### src/rtl/spi_adc_pkg.sv
// Shared definitions for the N-channel SPI ADC scanner.
//   scan_state_e : scanner FSM encoding (IDLE, SETUP, SHIFT, GAP, NEXT)
//   chw_f()      : channel-address width, max(1, clog2(n))
//   START_POS / SGL_POS / ADDR_POS : bit positions within a frame, counted from
//                  the first bit sent; the null bit sits at NULL_OFS + CHW and
//                  the DW result bits follow it
//   AVG_CNT      : frames per channel when averaging is compiled in
package spi_adc_pkg;

    typedef enum logic [2:0] {
        ST_IDLE,
        ST_SETUP,
        ST_SHIFT,
        ST_GAP,
        ST_NEXT
    } scan_state_e;

    localparam int START_POS = 0;
    localparam int SGL_POS   = 1;
    localparam int ADDR_POS  = 2;
    localparam int NULL_OFS  = 2;
    localparam int AVG_CNT   = 4;

    function automatic int chw_f(input int n);
        return (n <= 1) ? 1 : $clog2(n);
    endfunction

endpackage

### src/rtl/spi_adc_scan_if.sv
// SPI pin bundle between the frame engine and the ADC.
//   cs   : chip select, active-low
//   dclk : SPI clock, idle low
//   mosi : command bits to the ADC
//   miso : ADC serial data
// master = frame engine side, slave = ADC side.
interface spi_adc_scan_if;
    logic cs;
    logic dclk;
    logic mosi;
    logic miso;

    modport master (output cs, output dclk, output mosi, input miso);
    modport slave  (input cs, input dclk, input mosi, output miso);
endinterface

### src/rtl/spi_adc_frame.sv
// Single SPI mode-0 frame engine: dclk divider, cs timing, MOSI shift-out and
// MISO shift-in for one conversion.
//   clk_i, rst_i : clock, asynchronous active-low reset
//   go_i, ch_i   : start a frame for channel ch_i (only honoured when idle)
//   done_o       : high in the cycle that ends the frame (cs rises on that edge)
//   data_o       : DW-bit result, MSB first off miso
//   spi          : SPI pins (master side)
// cs low: HALF_DIV cycles of setup, then FRAME periods of HALF_DIV high plus
// HALF_DIV low; cs rises at the end of the last low half.
module spi_adc_frame
    import spi_adc_pkg::*;
#(
    parameter int DW       = 12,
    parameter int CHW      = 1,
    parameter int HALF_DIV = 20
) (
    input  logic              clk_i,
    input  logic              rst_i,
    input  logic              go_i,
    input  logic [CHW-1:0]    ch_i,
    output logic              done_o,
    output logic [DW-1:0]     data_o,
    spi_adc_scan_if.master    spi
);

    localparam int FRAME    = NULL_OFS + CHW + 1 + DW;
    localparam int DATA_POS = NULL_OFS + CHW + 1;
    localparam int CW       = $clog2(HALF_DIV);
    localparam int BW       = $clog2(FRAME);

    logic             run_q, run_d;       // cs is low
    logic             shift_q, shift_d;   // setup over, dclk periods running
    logic             cs_q, cs_d;
    logic             dclk_q, dclk_d;
    logic             mosi_q, mosi_d;
    logic [CW-1:0]    cnt_q, cnt_d;
    logic [BW-1:0]    bit_q, bit_d;       // index of the bit on the wire
    logic [FRAME-1:0] tx_q, tx_d;         // MSB is the bit currently on mosi
    logic [DW-1:0]    rx_q, rx_d;

    always_comb begin
        // NOTE: every _d starts from its _q value so no path leaves it unassigned (no latch).
        run_d   = run_q;
        shift_d = shift_q;
        cs_d    = cs_q;
        dclk_d  = dclk_q;
        mosi_d  = mosi_q;
        cnt_d   = cnt_q;
        bit_d   = bit_q;
        tx_d    = tx_q;
        rx_d    = rx_q;
        done_o  = 1'b0;

        if (!run_q) begin
            if (go_i) begin
                run_d   = 1'b1;
                shift_d = 1'b0;
                cs_d    = 1'b0;
                cnt_d   = '0;
                bit_d   = '0;
                tx_d    = '0;
                tx_d[FRAME-1-START_POS]     = 1'b1;
                tx_d[FRAME-1-SGL_POS]       = 1'b1;
                tx_d[FRAME-1-ADDR_POS -: CHW] = ch_i;
                mosi_d  = tx_d[FRAME-1];
            end
        end else if (cnt_q != CW'(HALF_DIV - 1)) begin
            cnt_d = cnt_q + 1'b1;
        end else begin
            cnt_d = '0;
            if (dclk_q) begin
                // Falling edge: present the next command bit while dclk is low.
                dclk_d = 1'b0;
                tx_d   = {tx_q[FRAME-2:0], 1'b0};
                mosi_d = tx_q[FRAME-2];
            end else if (shift_q && bit_q == BW'(FRAME - 1)) begin
                done_o  = 1'b1;
                run_d   = 1'b0;
                shift_d = 1'b0;
                cs_d    = 1'b1;
                mosi_d  = 1'b0;
            end else begin
                // Rising edge: the first one ends setup and belongs to bit 0.
                dclk_d  = 1'b1;
                shift_d = 1'b1;
                if (shift_q) bit_d = bit_q + 1'b1;
                if (int'(bit_d) >= DATA_POS) rx_d = {rx_q[DW-2:0], spi.miso};
            end
        end
    end

    // NOTE: sequential state is updated with non-blocking assignments only.
    always_ff @(posedge clk_i or negedge rst_i) begin
        if (!rst_i) begin
            run_q   <= 1'b0;
            shift_q <= 1'b0;
            cs_q    <= 1'b1;
            dclk_q  <= 1'b0;
            mosi_q  <= 1'b0;
            cnt_q   <= '0;
            bit_q   <= '0;
            tx_q    <= '0;
            rx_q    <= '0;
        end else begin
            run_q   <= run_d;
            shift_q <= shift_d;
            cs_q    <= cs_d;
            dclk_q  <= dclk_d;
            mosi_q  <= mosi_d;
            cnt_q   <= cnt_d;
            bit_q   <= bit_d;
            tx_q    <= tx_d;
            rx_q    <= rx_d;
        end
    end

    assign spi.cs   = cs_q;
    assign spi.dclk = dclk_q;
    assign spi.mosi = mosi_q;
    assign data_o   = rx_q;

endmodule

### src/rtl/spi_adc_scan.sv
// N-channel SPI ADC scanner: converts each enabled channel in ascending order,
// one-shot or continuous, with a tagged valid pulse and a parallel result bank.
//   clk_i, rst_i   : clock, asynchronous active-low reset
//   start_i        : scan request (ignored while busy or with an empty mask)
//   cont_i         : rescan after the last channel while high
//   ch_mask_i      : channel enables, sampled when a scan starts
//   miso_i / mosi_o / dclk_o / cs_o : SPI pins
//   busy_o         : scan in progress
//   valid_o, data_o, ch_o : one-cycle tagged sample
//   dout_o         : result bank, slot k = dout_o[k*DW +: DW]
//   eos_o          : one-cycle end-of-scan pulse, coincident with the last valid_o
// Macro SPI_ADC_SCAN_AVG_EN: convert each channel AVG_CNT times and report the
// truncated mean; undefined gives one frame per channel.
module spi_adc_scan
    import spi_adc_pkg::*;
#(
    parameter int  NCH      = 2,
    parameter int  DW       = 12,
    parameter int  HALF_DIV = 20,
    parameter int  CS_GAP   = 4,
    localparam int CHW      = chw_f(NCH)
) (
    input  logic              clk_i,
    input  logic              rst_i,
    input  logic              start_i,
    input  logic              cont_i,
    input  logic [NCH-1:0]    ch_mask_i,
    input  logic              miso_i,
    output logic              mosi_o,
    output logic              dclk_o,
    output logic              cs_o,
    output logic              busy_o,
    output logic              valid_o,
    output logic [DW-1:0]     data_o,
    output logic [CHW-1:0]    ch_o,
    output logic [NCH*DW-1:0] dout_o,
    output logic              eos_o
);

    localparam int GW = $clog2(CS_GAP + 1);

    spi_adc_scan_if u_bus ();

    assign cs_o       = u_bus.cs;
    assign dclk_o     = u_bus.dclk;
    assign mosi_o     = u_bus.mosi;
    assign u_bus.miso = miso_i;

    scan_state_e       state_q, state_d;
    logic [NCH-1:0]    mask_q, mask_d;
    logic [CHW-1:0]    ch_q, ch_d;
    logic              rescan_q, rescan_d;
    logic [GW-1:0]     gap_q, gap_d;
    logic              valid_q, valid_d;
    logic              eos_q, eos_d;
    logic [DW-1:0]     data_q, data_d;
    logic [CHW-1:0]    cho_q, cho_d;
    logic [NCH*DW-1:0] dout_q, dout_d;

    logic              go;
    logic [CHW-1:0]    go_ch;
    logic              frm_done;
    logic [DW-1:0]     frm_data;
    logic [CHW:0]      found;             // {hit, index}
    logic [DW-1:0]     sample;
`ifdef SPI_ADC_SCAN_AVG_EN
    logic [DW+1:0]     acc_q, acc_d;
    logic [1:0]        rep_q, rep_d;
    logic [DW+1:0]     sum;
`endif

    // Lowest enabled channel at or above lo; the top-down loop lets the lowest win.
    function automatic logic [CHW:0] find_ch(input logic [NCH-1:0] m, input int lo);
        logic [CHW:0] r;
        r = '0;
        for (int k = NCH - 1; k >= 0; k--) begin
            if (m[k] && k >= lo) r = {1'b1, CHW'(k)};
        end
        return r;
    endfunction

    spi_adc_frame #(.DW(DW), .CHW(CHW), .HALF_DIV(HALF_DIV)) u_frame (
        .clk_i  (clk_i),
        .rst_i  (rst_i),
        .go_i   (go),
        .ch_i   (go_ch),
        .done_o (frm_done),
        .data_o (frm_data),
        .spi    (u_bus.master)
    );

    always_comb begin
        state_d  = state_q;
        mask_d   = mask_q;
        ch_d     = ch_q;
        rescan_d = rescan_q;
        gap_d    = gap_q;
        valid_d  = 1'b0;
        eos_d    = 1'b0;
        data_d   = data_q;
        cho_d    = cho_q;
        dout_d   = dout_q;
        go       = 1'b0;
        go_ch    = ch_q;
        found    = '0;
        sample   = frm_data;
`ifdef SPI_ADC_SCAN_AVG_EN
        acc_d    = acc_q;
        rep_d    = rep_q;
        sum      = acc_q + (DW+2)'(frm_data);
`endif

        case (state_q)
            ST_IDLE: begin
                if (start_i && ch_mask_i != '0) begin
                    found    = find_ch(ch_mask_i, 0);
                    mask_d   = ch_mask_i;
                    ch_d     = found[CHW-1:0];
                    go       = 1'b1;
                    go_ch    = found[CHW-1:0];
                    rescan_d = 1'b0;
                    state_d  = ST_SETUP;
`ifdef SPI_ADC_SCAN_AVG_EN
                    acc_d    = '0;
                    rep_d    = '0;
`endif
                end
            end

            ST_SETUP: begin
                if (u_bus.dclk) state_d = ST_SHIFT;
            end

            ST_SHIFT: begin
                if (frm_done) begin
                    gap_d   = '0;
                    state_d = (CS_GAP > 1) ? ST_GAP : ST_NEXT;
`ifdef SPI_ADC_SCAN_AVG_EN
                    if (rep_q != 2'(AVG_CNT - 1)) begin
                        acc_d = sum;
                        rep_d = rep_q + 1'b1;
                    end else begin
                        sample = sum[DW+1:2];
                        acc_d  = '0;
                        rep_d  = '0;
`endif
                        valid_d = 1'b1;
                        data_d  = sample;
                        cho_d   = ch_q;
                        dout_d[ch_q*DW +: DW] = sample;
                        found   = find_ch(mask_q, int'(ch_q) + 1);
                        if (!found[CHW]) begin
                            eos_d = 1'b1;
                            if (cont_i) rescan_d = 1'b1;
                            else        state_d  = ST_IDLE;
                        end
`ifdef SPI_ADC_SCAN_AVG_EN
                    end
`endif
                end
            end

            // The NEXT cycle is the last cs-high cycle, so GAP covers CS_GAP-1.
            ST_GAP: begin
                if (gap_q == GW'(CS_GAP - 2)) state_d = ST_NEXT;
                else                          gap_d   = gap_q + 1'b1;
            end

            ST_NEXT: begin
                state_d = ST_SETUP;
`ifdef SPI_ADC_SCAN_AVG_EN
                if (rep_q != '0) begin
                    go = 1'b1;
                end else
`endif
                if (rescan_q) begin
                    rescan_d = 1'b0;
                    if (ch_mask_i == '0) begin
                        state_d = ST_IDLE;
                    end else begin
                        found  = find_ch(ch_mask_i, 0);
                        mask_d = ch_mask_i;
                        ch_d   = found[CHW-1:0];
                        go     = 1'b1;
                        go_ch  = found[CHW-1:0];
                    end
                end else begin
                    found = find_ch(mask_q, int'(ch_q) + 1);
                    ch_d  = found[CHW-1:0];
                    go    = 1'b1;
                    go_ch = found[CHW-1:0];
                end
            end

            default: state_d = ST_IDLE;
        endcase
    end

    always_ff @(posedge clk_i or negedge rst_i) begin
        if (!rst_i) begin
            state_q  <= ST_IDLE;
            mask_q   <= '0;
            ch_q     <= '0;
            rescan_q <= 1'b0;
            gap_q    <= '0;
            valid_q  <= 1'b0;
            eos_q    <= 1'b0;
            data_q   <= '0;
            cho_q    <= '0;
            // NOTE: the result bank is ordinary flops, not a RAM, so it resets like any register.
            dout_q   <= '0;
`ifdef SPI_ADC_SCAN_AVG_EN
            acc_q    <= '0;
            rep_q    <= '0;
`endif
        end else begin
            state_q  <= state_d;
            mask_q   <= mask_d;
            ch_q     <= ch_d;
            rescan_q <= rescan_d;
            gap_q    <= gap_d;
            valid_q  <= valid_d;
            eos_q    <= eos_d;
            data_q   <= data_d;
            cho_q    <= cho_d;
            dout_q   <= dout_d;
`ifdef SPI_ADC_SCAN_AVG_EN
            acc_q    <= acc_d;
            rep_q    <= rep_d;
`endif
        end
    end

    assign busy_o  = (state_q != ST_IDLE);
    assign valid_o = valid_q;
    assign eos_o   = eos_q;
    assign data_o  = data_q;
    assign ch_o    = cho_q;
    assign dout_o  = dout_q;

endmodule

### config.mk
export PLATFORM = sky130hd
export DESIGN_NAME = spi_adc_scan
export DESIGN_NICKNAME = d
export VERILOG_FILES = /design/src/rtl/spi_adc_pkg.sv /design/src/rtl/spi_adc_scan_if.sv /design/src/rtl/spi_adc_frame.sv /design/src/rtl/spi_adc_scan.sv
export SDC_FILE = /design/constraint.sdc
export NUM_CORES = 1
export LEC_CHECK = 0
export BUFFER_PORTS_ARGS = -buffer_cell sky130_fd_sc_hd__buf_2
export CAP_MARGIN = 30
export CORE_ASPECT_RATIO = 0.75
export CORE_MARGIN = 5
export CORE_UTILIZATION = 25
export CTS_BUF_LIST = sky130_fd_sc_hd__clkbuf_2
export DETAILED_ROUTE_END_ITERATION = 16
export SLEW_MARGIN = 20
export SYNTH_ARGS = -nofsm -noshare
export SYNTH_HDL_FRONTEND = slang
export SYNTH_HIERARCHICAL = 1
export SYNTH_SLANG_ARGS = --single-unit
### constraint.sdc
create_clock -name clk_i -period 2.82 [get_ports clk_i]
set_input_delay 0.282 -clock clk_i [delete_from_list [all_inputs] [get_ports clk_i]]
set_output_delay 0.282 -clock clk_i [all_outputs]
set_load 0.02 [all_outputs]
==> results.yml, run 1 <==
synth:
  synth_area_um2: 3500
  ys.flop_type: "dfrtp_1"
  syn_avg_cell_area_um2: 11.9
  ys_ff_latch: 76
  synthCells: 295
  seq_area_frac_synth_pct: 54.3
  ys_types: 55
  synth_nets: 306
  yosysWarnings: 6
  synth_edf_count: 0
  async_reset_ff_share_pct: 100
global_route:
  grt_pass1_vias: 2377
  gr-usage-all-layers_pct: 9.36
  grt_start_max_net_pins: 77
  grt_pass1_wl_mm: 12.4
  grt_overflow_total: 0
  antenna_found_initial: 1
detailed_routing:
  drt_wl_total_mm: 7.54
  via_count: 2335
  routedWlPerCell_um: 14.2
  initialDrtViolationCount: 177
  vias_per_cell: 4.40
  drtPass1Iterations: 4
  drc_errors: 0
  ant_nets: 0
floorplan:
  die-area_um2: 16500
  ios: 50
  row_count: 37
  die_h_um: 113
  die_width_um: 147
  coreArea_um2: 13700
  start_util_pct: 25.6
timing:
  rsz0062_at_grt: "no"
  worst_pin_slew_ps: 431
  max-slew-margin-rel_pct: 71.2
  setup_viol: 0
  setup-tns-final_ps: 0
  finClkSkew_ps: 24.1
  setup_slack_ps: 276
  finalMaxSlewViolations: 0
  min_period_ps: 2540
  fmax_mhz: 393
  hold_viol_final: 0
  min_period_over_period_pct: 90.2
setup_path:
  cp_data_required_time_ps: 3230
  critPathSlowestCell: "dfrtp_1"
  cp-end-kind: "flop"
  cp_max_fo: 7
  critical-path-max-stage-delay_ps: 440
  start_kind: "flop"
  cp_cell_sequence: "ha_1 -> and4bb_2 -> nand2_1 -> nor3_2 -> inv_1 -> a32oi_1 -> a21boi_1 -> mux2_2"
  worstSetupPathType: "flop to flop"
  cp_data_arrival_time_ps: 2960
clocking:
  tritoncts.num_buffers: 9
  cts_tree: "yes"
  clk_latency_ps: 510
  post_cts_resized: 0
  cts_max_level: 3
  clk_pin_slew_ps: 210
  cts_sinks: 76
  cts_max_path_buffers: 2
  ctsRootBufferMaster: "clkbuf_2"
cells_and_area:
  final_common_cell: "dfrtp_1"
  layout-drive-gt1-share_pct: 34.1
  layout-area-overhead-vs-synth_pct: 16.9
  fin_nets: 361
  final_cell_mix: "75 x dfrtp_1, 56 x nand2_1, 48 x buf_2, 20 x mux2_4, 17 x mux2_2"
power_and_ir_drop:
  cellPowerDensity_nw_per_um2: 425
  peakVddDrop_v: 0.000156
  power_mw: 1.74
  p_leak_nw: 2.05
placed_design:
  dp_hpwl_mm: 5.22
  portBuffers: 49
  pre_cts_ws_ps: 284
  gp_congestion: 0.754
worst_hold_path:
  hp-class: "input port to flop"
outcome:
  outcome: "completed"
run:
  drv_cap: 0
[power breakdown]
part	total, mW	switching [mW]	internal (mW)
sequential	1.09	0	1.09
combinational	0.0393	0.0276	0.0117
clock	0.610	0.401	0.210
[final timing paths]
kind / startpoint / to / slack [ps] / cells after the start
setup / recovery: u_frame/cnt_q[0] / state_q[1] / 280 / 8
hold / removal: ch_mask_i[1] / mask_q[1] / 60 / 2
setup reg to reg: u_frame/cnt_q[0] / state_q[1] / 280 / 8
hold reg to reg: data_o[9] / data_o[9] / 510 / 2
max in group asynchronous: rst_i / u_frame/bit_q[3] / 2040 / 3
min in group asynchronous: rst_i / u_frame/data_o[1] / 200 / 2
[worst max-delay path: cells and delay by family (launching register included)]
kind | cells | cell delay, ps
and+or+nand+nor | 3 | 790
AOI/OAI and AO/OA | 2 | 510
DFF | 1 | 440
muxes | 1 | 340
adders and majority gates | 1 | 290
buffers and inverters | 1 | 80
[sequential cells by signal, indices dropped and copies added, names as in the netlist, 2 cells and up]
name	cells
u_frame/data_o	12
data_o	12
u_frame/tx_q	2
gap_q	3
dout_o	24
u_frame/cnt_q	5
state_q	3
u_frame/bit_q	4
[cells in the mapped netlist, types with 2 or more instances]
cell type / n / area, µm²
a21oi_1: 8 / 40.0
a22o_1: 3 / 26.3
buf_2: 3 / 15.0
clkbuf_1: 5 / 18.8
dfrtp_1: 75 / 1880
ha_1: 4 / 50.1
inv_1: 6 / 22.5
mux2_2: 17 / 191
mux2_4: 20 / 300
mux2i_1: 7 / 70.1
nand2_1: 56 / 210
nand2b_1: 5 / 31.3
nand3_1: 6 / 30.0
nand4_1: 2 / 12.5
nor2_1: 12 / 45.0
nor2_4: 3 / 33.8
nor2b_1: 7 / 43.8
nor3_1: 4 / 20.0
o211ai_1: 3 / 22.5
o21ai_0: 12 / 60.1
o2bb2ai_1: 2 / 17.5
o31ai_1: 2 / 15.0
[cells by family after synthesis]
family	synth area share, %
mux	16.0
buf+inv	3.00
simple gates	16.6
fa+ha+maj	1.43
compound gates	8.33
flops	54.3
xor+xnor	0.250
[timing repair]
item	4_1_cts	5_1_grt
endpoints found under the hold margin	76	0
hold buffers	2	0
setup buffers	0	0
[metal layers]
layer	vias up	wire [µm]	global-route usage, %
met4	0	113	4.57
li1	1139	-	-
met2	38	3550	14.7
met3	8	453	2.91
met5	-	0	0
met1	1150	3430	11.7
[layout make-up]
cell class                      instances  area (µm²)
Fill cell                            1408        9610
Tap cell                              175         219
Timing Repair Buffer                   56         325
Inverter                                7        28.8
Sequential cell                        76        1900
Multi-Input combinational cell        200        1490
Antenna cell                            1        2.50
Clock inverter                          7        76.3
Clock buffer                            9        45.0
[stage by stage]
| step | cells | hold WS (ps) | util, % | area, µm² |
|---|---|---|---|---|
| after detailed placement | 511 | 469 | 28.6 | 3920 |
| after global routing | 531 | 44.0 | 29.9 | 4090 |
| final | 531 | 63.6 | 29.9 | 4090 |
| after floorplan | 295 | -13.6 | - | 3500 |
| after global placement | 511 | 458 | 28.6 | 3920 |
| after CTS | 529 | 13.5 | 29.7 | 4060 |
Power figures use the tool's default switching activity.
==> run 2: changes to the inputs <==
ABC_AREA = 1   (was default)
CAP_MARGIN = 20   (was 30)
CORE_UTILIZATION = 59   (was 25)
PLACE_DENSITY = 0.82   (was default)
==> results.yml, run 2 <==
outcome:
  outcome: "completed"
cells_and_area:
  fin_nets: 468
  layout-drive-gt1-share_pct: 18.2
  largest_register_ffs: 24
  final_common_cell: "nand2_1"
  final_cell_mix: "147 x nand2_1, 75 x dfrtp_1, 48 x buf_2, 41 x nand3_1, 33 x o21ai_0"
  diodes: 0
  layout-area-overhead-vs-synth_pct: 12.4
clocking:
  ctsRootBufferMaster: "clkbuf_2"
  post_cts_resized: 0
  cts_max_path_buffers: 2
  clk_latency_ps: 520
  cts_max_level: 3
  tritoncts.num_buffers: 9
  cts_sinks: 76
  cts_tree: "yes"
  clk_pin_slew_ps: 220
setup_path:
  start_kind: "flop"
  critical-path-top-delay-family: "simple AND/OR/NAND/NOR gates"
  cp_cell_sequence: "ha_1 -> nand2_1 -> inv_1 -> nand3_2 -> nor2_1 -> nand2_4 -> clkinv_4 -> nand2_2 -> nand2_1 -> nand2_1"
  path_buf_inv: 2
  ff2ff_setup_slack_ps: 480
  regToRegEndpoint: "dout_o[22]"
  cp_data_required_time_ps: 3240
  worstSetupPathType: "flop to flop"
  reg2reg_depth: 10
  cp_data_arrival_time_ps: 2760
  cp-end-kind: "flop"
  cp_max_fo: 30
  timing.rr.start: "u_frame/cnt_q[0]"
  critical-path-max-stage-delay_ps: 420
  crit_top_cell: "nand2_1"
  critPathSlowestCell: "dfrtp_1"
timing:
  setup_slack_ps: 478
  hold_viol_final: 0
  rsz0062_at_grt: "no"
  worst_pin_slew_ps: 907
  min_period_over_period_pct: 83.0
  fmax_mhz: 427
  setup-tns-final_ps: 0
  min_period_ps: 2340
  finClkSkew_ps: 27.0
  setup_viol: 0
  max-slew-margin-rel_pct: 39.5
  finalMaxSlewViolations: 0
detailed_routing:
  initialDrtViolationCount: 305
  drc_errors: 0
  via_count: 2842
  routedWlPerCell_um: 13.4
  vias_per_cell: 5.26
  drtPass1Iterations: 4
  drt_wl_total_mm: 7.26
  ant_nets: 0
floorplan:
  die-area_um2: 7470
  row_count: 24
  die_h_um: 76.1
  die_width_um: 98.2
  start_util_pct: 60.0
  ios: 50
  coreArea_um2: 5740
synth:
  syn_avg_cell_area_um2: 8.47
  ys.flop_type: "dfrtp_1"
  yosys.area.top_type_share_pct: 54.5
  synthTopCellsByArea: "dfrtp_1 55%, nand2_1 16%, nand3_1 6.0%"
  ys_ff_latch: 76
  synth_commonest_cells: "147 x nand2_1, 75 x dfrtp_1, 41 x nand3_1"
  synth_nets: 417
  async_reset_ff_share_pct: 100
  synth_area_um2: 3440
  yosysMostFrequentCell: "nand2_1"
  seq_area_frac_synth_pct: 55.3
  synth_edf_count: 0
  ys_types: 30
  yosysTopAreaCell: "dfrtp_1"
  synthCells: 406
  yosysWarnings: 6
worst_hold_path:
  hold_end: "state_q[1]"
  hold_depth: 7
  min-delay-start: "cont_i"
  hp-class: "input port to flop"
power_and_ir_drop:
  peakVddDrop_v: 0.000316
  cellPowerDensity_nw_per_um2: 472
  p_leak_nw: 2.20
placed_design:
  portBuffers: 49
  gp_congestion: 0.935
  dp_hpwl_mm: 5.13
  pre_cts_ws_ps: 487
global_route:
  antenna_found_initial: 0
  grt_overflow_total: 0
  gr-usage-all-layers_pct: 20.7
  grt_start_max_net_pins: 77
  grt_pass1_vias: 2681
  grt_pass1_wl_mm: 12.6
run:
  drv_cap: 0
==> run 2: worst max-delay path by stage <==
stage / from / end / slack [ps] / depth (start not counted)
after floorplan: state_q[0] / u_frame/bit_q[0] / 1100 / 8
after global routing: u_frame/cnt_q[0] / dout_o[22] / 200 / 10
after CTS: u_frame/cnt_q[0] / dout_o[22] / 460 / 10
final: u_frame/cnt_q[0] / dout_o[22] / 480 / 10
after global placement: u_frame/cnt_q[0] / dout_o[20] / 690 / 10
after detailed placement: u_frame/cnt_q[0] / dout_o[15] / 490 / 10
==> run 2: per-layer routing <==
layer	wire (µm)	track usage [%]	vias up
li1	-	-	1404
met1	3480	30.6	1334
met2	3180	30.0	95
met3	534	6.31	9
met4	63	5.05	0
met5	0	0	-
==> run 2: where the power goes <==
group | switching, mW | internal, mW | total (mW) | leakage (nW)
Combinational | 0.0273 | 0.00891 | 0.0362 | 1.11
Sequential | 0.00116 | 1.09 | 1.09 | 1.00
Clock | 0.396 | 0.297 | 0.693 | 0.0783
==> run 2: logic make-up after synthesis <==
group / Yosys count / synth area share (%)
XOR/XNOR: 2 / 0.509
AO/OA/AOI/OAI: 48 / 7.20
buffers and inverters: 43 / 6.44
adder cells (fa/ha/maj): 4 / 1.45
flip-flops: 76 / 55.3
AND/OR/NAND/NOR: 233 / 29.1
==> run 2: worst min-delay path, delay by kind of cell <==
kind,cells,cell delay (ps)
buf+inv,2,110
simple gates,5,280
==> run 2: area by class of cell <==
| class | count | area, µm² |
|---|---|---|
| multi-input cells | 287 | 1320 |
| repair buffers | 53 | 285 |
| well taps | 78 | 97.6 |
| clock buffers | 9 | 45.0 |
| fillers | 470 | 1870 |
| clock inverters | 7 | 101 |
| flip-flops and latches | 76 | 1900 |
| inverters | 30 | 118 |
==> run 2: repair_timing <==
item / CTS / global route
hold buffers: 3 / 0
buffers inserted: 0 / 0
endpoints found under the hold margin: 77 / 0
==> run 2: stage by stage <==
| step | cell area [µm²] | hold slack [ps] | util, % | std cells | power [mW] |
|---|---|---|---|---|---|
| floorplan | 3440 | -13.6 | - | 406 | 1.12 |
| global placement | 3690 | 449 | 64.3 | 521 | 1.15 |
| detailed placement | 3690 | 458 | 64.3 | 521 | 1.15 |
| CTS | 3870 | 133 | 67.4 | 540 | 1.84 |
| global route | 3870 | 129 | 67.4 | 540 | 1.90 |
| finish | 3870 | 171 | 67.4 | 540 | 1.82 |
==> run 3: changes to the inputs <==
CORE_UTILIZATION = 53   (was 59)
PLACE_DENSITY = 0.78   (was 0.82)
clock period = 2.1 ns   (was 2.82 ns; I/O delays follow)
==> results.yml, run 3 (synthesis gave the netlist of run 2 again) <==
timing:
  max-slew-margin-rel_pct: 71.7
  hold_viol_final: 0
  worst_pin_slew_ps: 425
  setup_viol: 0
  fmax_mhz: 516
  min_period_over_period_pct: 92.2
  finalMaxSlewViolations: 0
  holdWs_ps: 102
  min_period_ps: 1940
  setup-tns-final_ps: 0
  finClkSkew_ps: 41.8
clocking:
  clk_latency_ps: 520
  cts_max_path_buffers: 2
  cts_max_level: 3
  cts_sinks: 76
  clk_pin_slew_ps: 230
  cts_tree: "yes"
  ctsRootBufferMaster: "clkbuf_2"
  tritoncts.num_buffers: 9
power_and_ir_drop:
  switchingPower_mw: 0.552
  peakVddDrop_v: 0.000401
  p_leak_nw: 2.23
  switching_share_pct: 22.8
  cellPowerDensity_nw_per_um2: 616
  clkPwrFrac_pct: 37.2
  p_int_mw: 1.87
  sequentialPowerShare_pct: 60.6
  combPwrFrac_pct: 2.3
placed_design:
  portBuffers: 49
  gp_congestion: 0.882
  dp_hpwl_mm: 5.42
floorplan:
  die_h_um: 79.8
  die-area_um2: 8220
  start_util_pct: 54.5
  coreArea_um2: 6320
  ios: 50
  die_width_um: 103
  row_count: 25
cells_and_area:
  fin_nets: 475
  layout-drive-gt1-share_pct: 19.8
  final_common_cell: "nand2_1"
  diodes: 0
  final_cell_mix: "147 x nand2_1, 74 x dfrtp_1, 48 x buf_2, 41 x nand3_1, 30 x o21ai_0"
  layout-area-overhead-vs-synth_pct: 14.4
  multi_input_area_um2: 1330
  num-fill-cells: 581
  largest_register_ffs: 24
  layout.area.seq_um2: 1900
setup_path:
  worstSetupPathType: "flop to flop"
  start_kind: "flop"
  cp-end-kind: "flop"
  cp_max_fo: 6
  timing.rr.start: "state_q[1]"
  cp_data_arrival_time_ps: 2350
  critical-path-max-stage-delay_ps: 470
  cp_cell_sequence: "inv_1 -> nand2_1 -> nor2_1 -> o21ai_0 -> o21ai_1 -> inv_1 -> nand2_1 -> inv_1 -> nor2_1 -> nand2_1 -> nand2_1 -> o21ai_0"
  cp_data_required_time_ps: 2510
  critPathSlowestCell: "dfrtp_1"
  crit_start: "state_q[1]"
  crit_top_cell: "nand2_1"
global_route:
  grt_pass1_vias: 2861
  gr-usage-all-layers_pct: 20.8
  grt_start_max_net_pins: 47
  antenna_found_initial: 0
  grt_overflow_total: 0
  grt_pass1_wl_mm: 13.3
detailed_routing:
  via_count: 2864
  drc_errors: 0
  vias_per_cell: 5.21
  initialDrtViolationCount: 174
  ant_nets: 0
  drt_wl_total_mm: 7.68
  drtPass1Iterations: 4
  routedWlPerCell_um: 14.0
worst_hold_path:
  hp-class: "input port to flop"
  min-delay-start: "cont_i"
run:
  drv_cap: 0
outcome:
  outcome: "completed"
==> run 3: path summary, 6_finish.rpt <==
path / slack [ps] / depth (start not counted) / end
worst max-delay path: 160 / 12 / u_frame/tx_q[14]
worst min-delay path: 100 / 6 / rescan_q
worst max register to register: 160 / 12 / u_frame/tx_q[14]
worst min register to register: 480 / 2 / u_frame/spi.cs
max in group asynchronous: 1360 / 3 / u_frame/data_o[7]
min in group asynchronous: 140 / 2 / data_o[10]
==> run 3: stage by stage <==
| stage | cell area [µm²] | cells | utilization [%] | power, mW | setup slack, ps |
|---|---|---|---|---|---|
| 2_1_floorplan | 3440 | 406 | - | 1.50 | 378 |
| 3_3_place_gp | 3750 | 530 | 59.4 | 1.54 | 243 |
| 3_5_place_dp | 3750 | 530 | 59.4 | 1.55 | 25.3 |
| 4_1_cts | 3920 | 549 | 62.0 | 2.45 | 141 |
| 5_1_grt | 3940 | 550 | 62.3 | 2.52 | -18.8 |
| 6_report | 3940 | 550 | 62.3 | 2.42 | 164 |
==> run 3: timing repair <==
item	4_1_cts	5_1_grt
hold endpoints to repair	78	0
pin swaps	0	0
setup endpoints to repair	2	22
setup buffers	0	1
gates resized for setup	1	6
hold buffers	3	0
==> run 3: layout make-up <==
type                    instances  area share (%)
repair buffers                 60            8.90
inverters                      30            2.99
multi-input cells             287            33.7
clock inverters                 7            2.29
well taps                      81            2.57
flip-flops and latches         76            48.4
clock buffers                   9            1.14
==> run 3: power groups by stage <==
stage / registers [mW] / clock network, mW / logic, mW
3_3_place_gp: 1.49 / 0 / 0.0514
2_1_floorplan: 1.49 / 0 / 0.00892
6_report: 1.47 / 0.901 / 0.0550
5_1_grt: 1.47 / 0.983 / 0.0658
4_1_cts: 1.47 / 0.927 / 0.0574
3_5_place_dp: 1.49 / 0 / 0.0530
==> run 3: layer usage <==
layer | wire, µm | track usage (%) | up-vias
met4 | 87 | 5.43 | 0
met5 | 0 | 0 | -
met2 | 3480 | 31.4 | 64
met3 | 425 | 6.03 | 10
li1 | - | - | 1415
met1 | 3690 | 29.4 | 1375
==> run 3: worst max-delay path, delay by kind of cell (launching register included) <==
| kind | cells | cell delay [ps] |
|---|---|---|
| AO/OA/AOI/OAI | 3 | 370 |
| buffers and inverters | 3 | 340 |
| flip-flops | 1 | 470 |
| AND/OR/NAND/NOR | 6 | 670 |
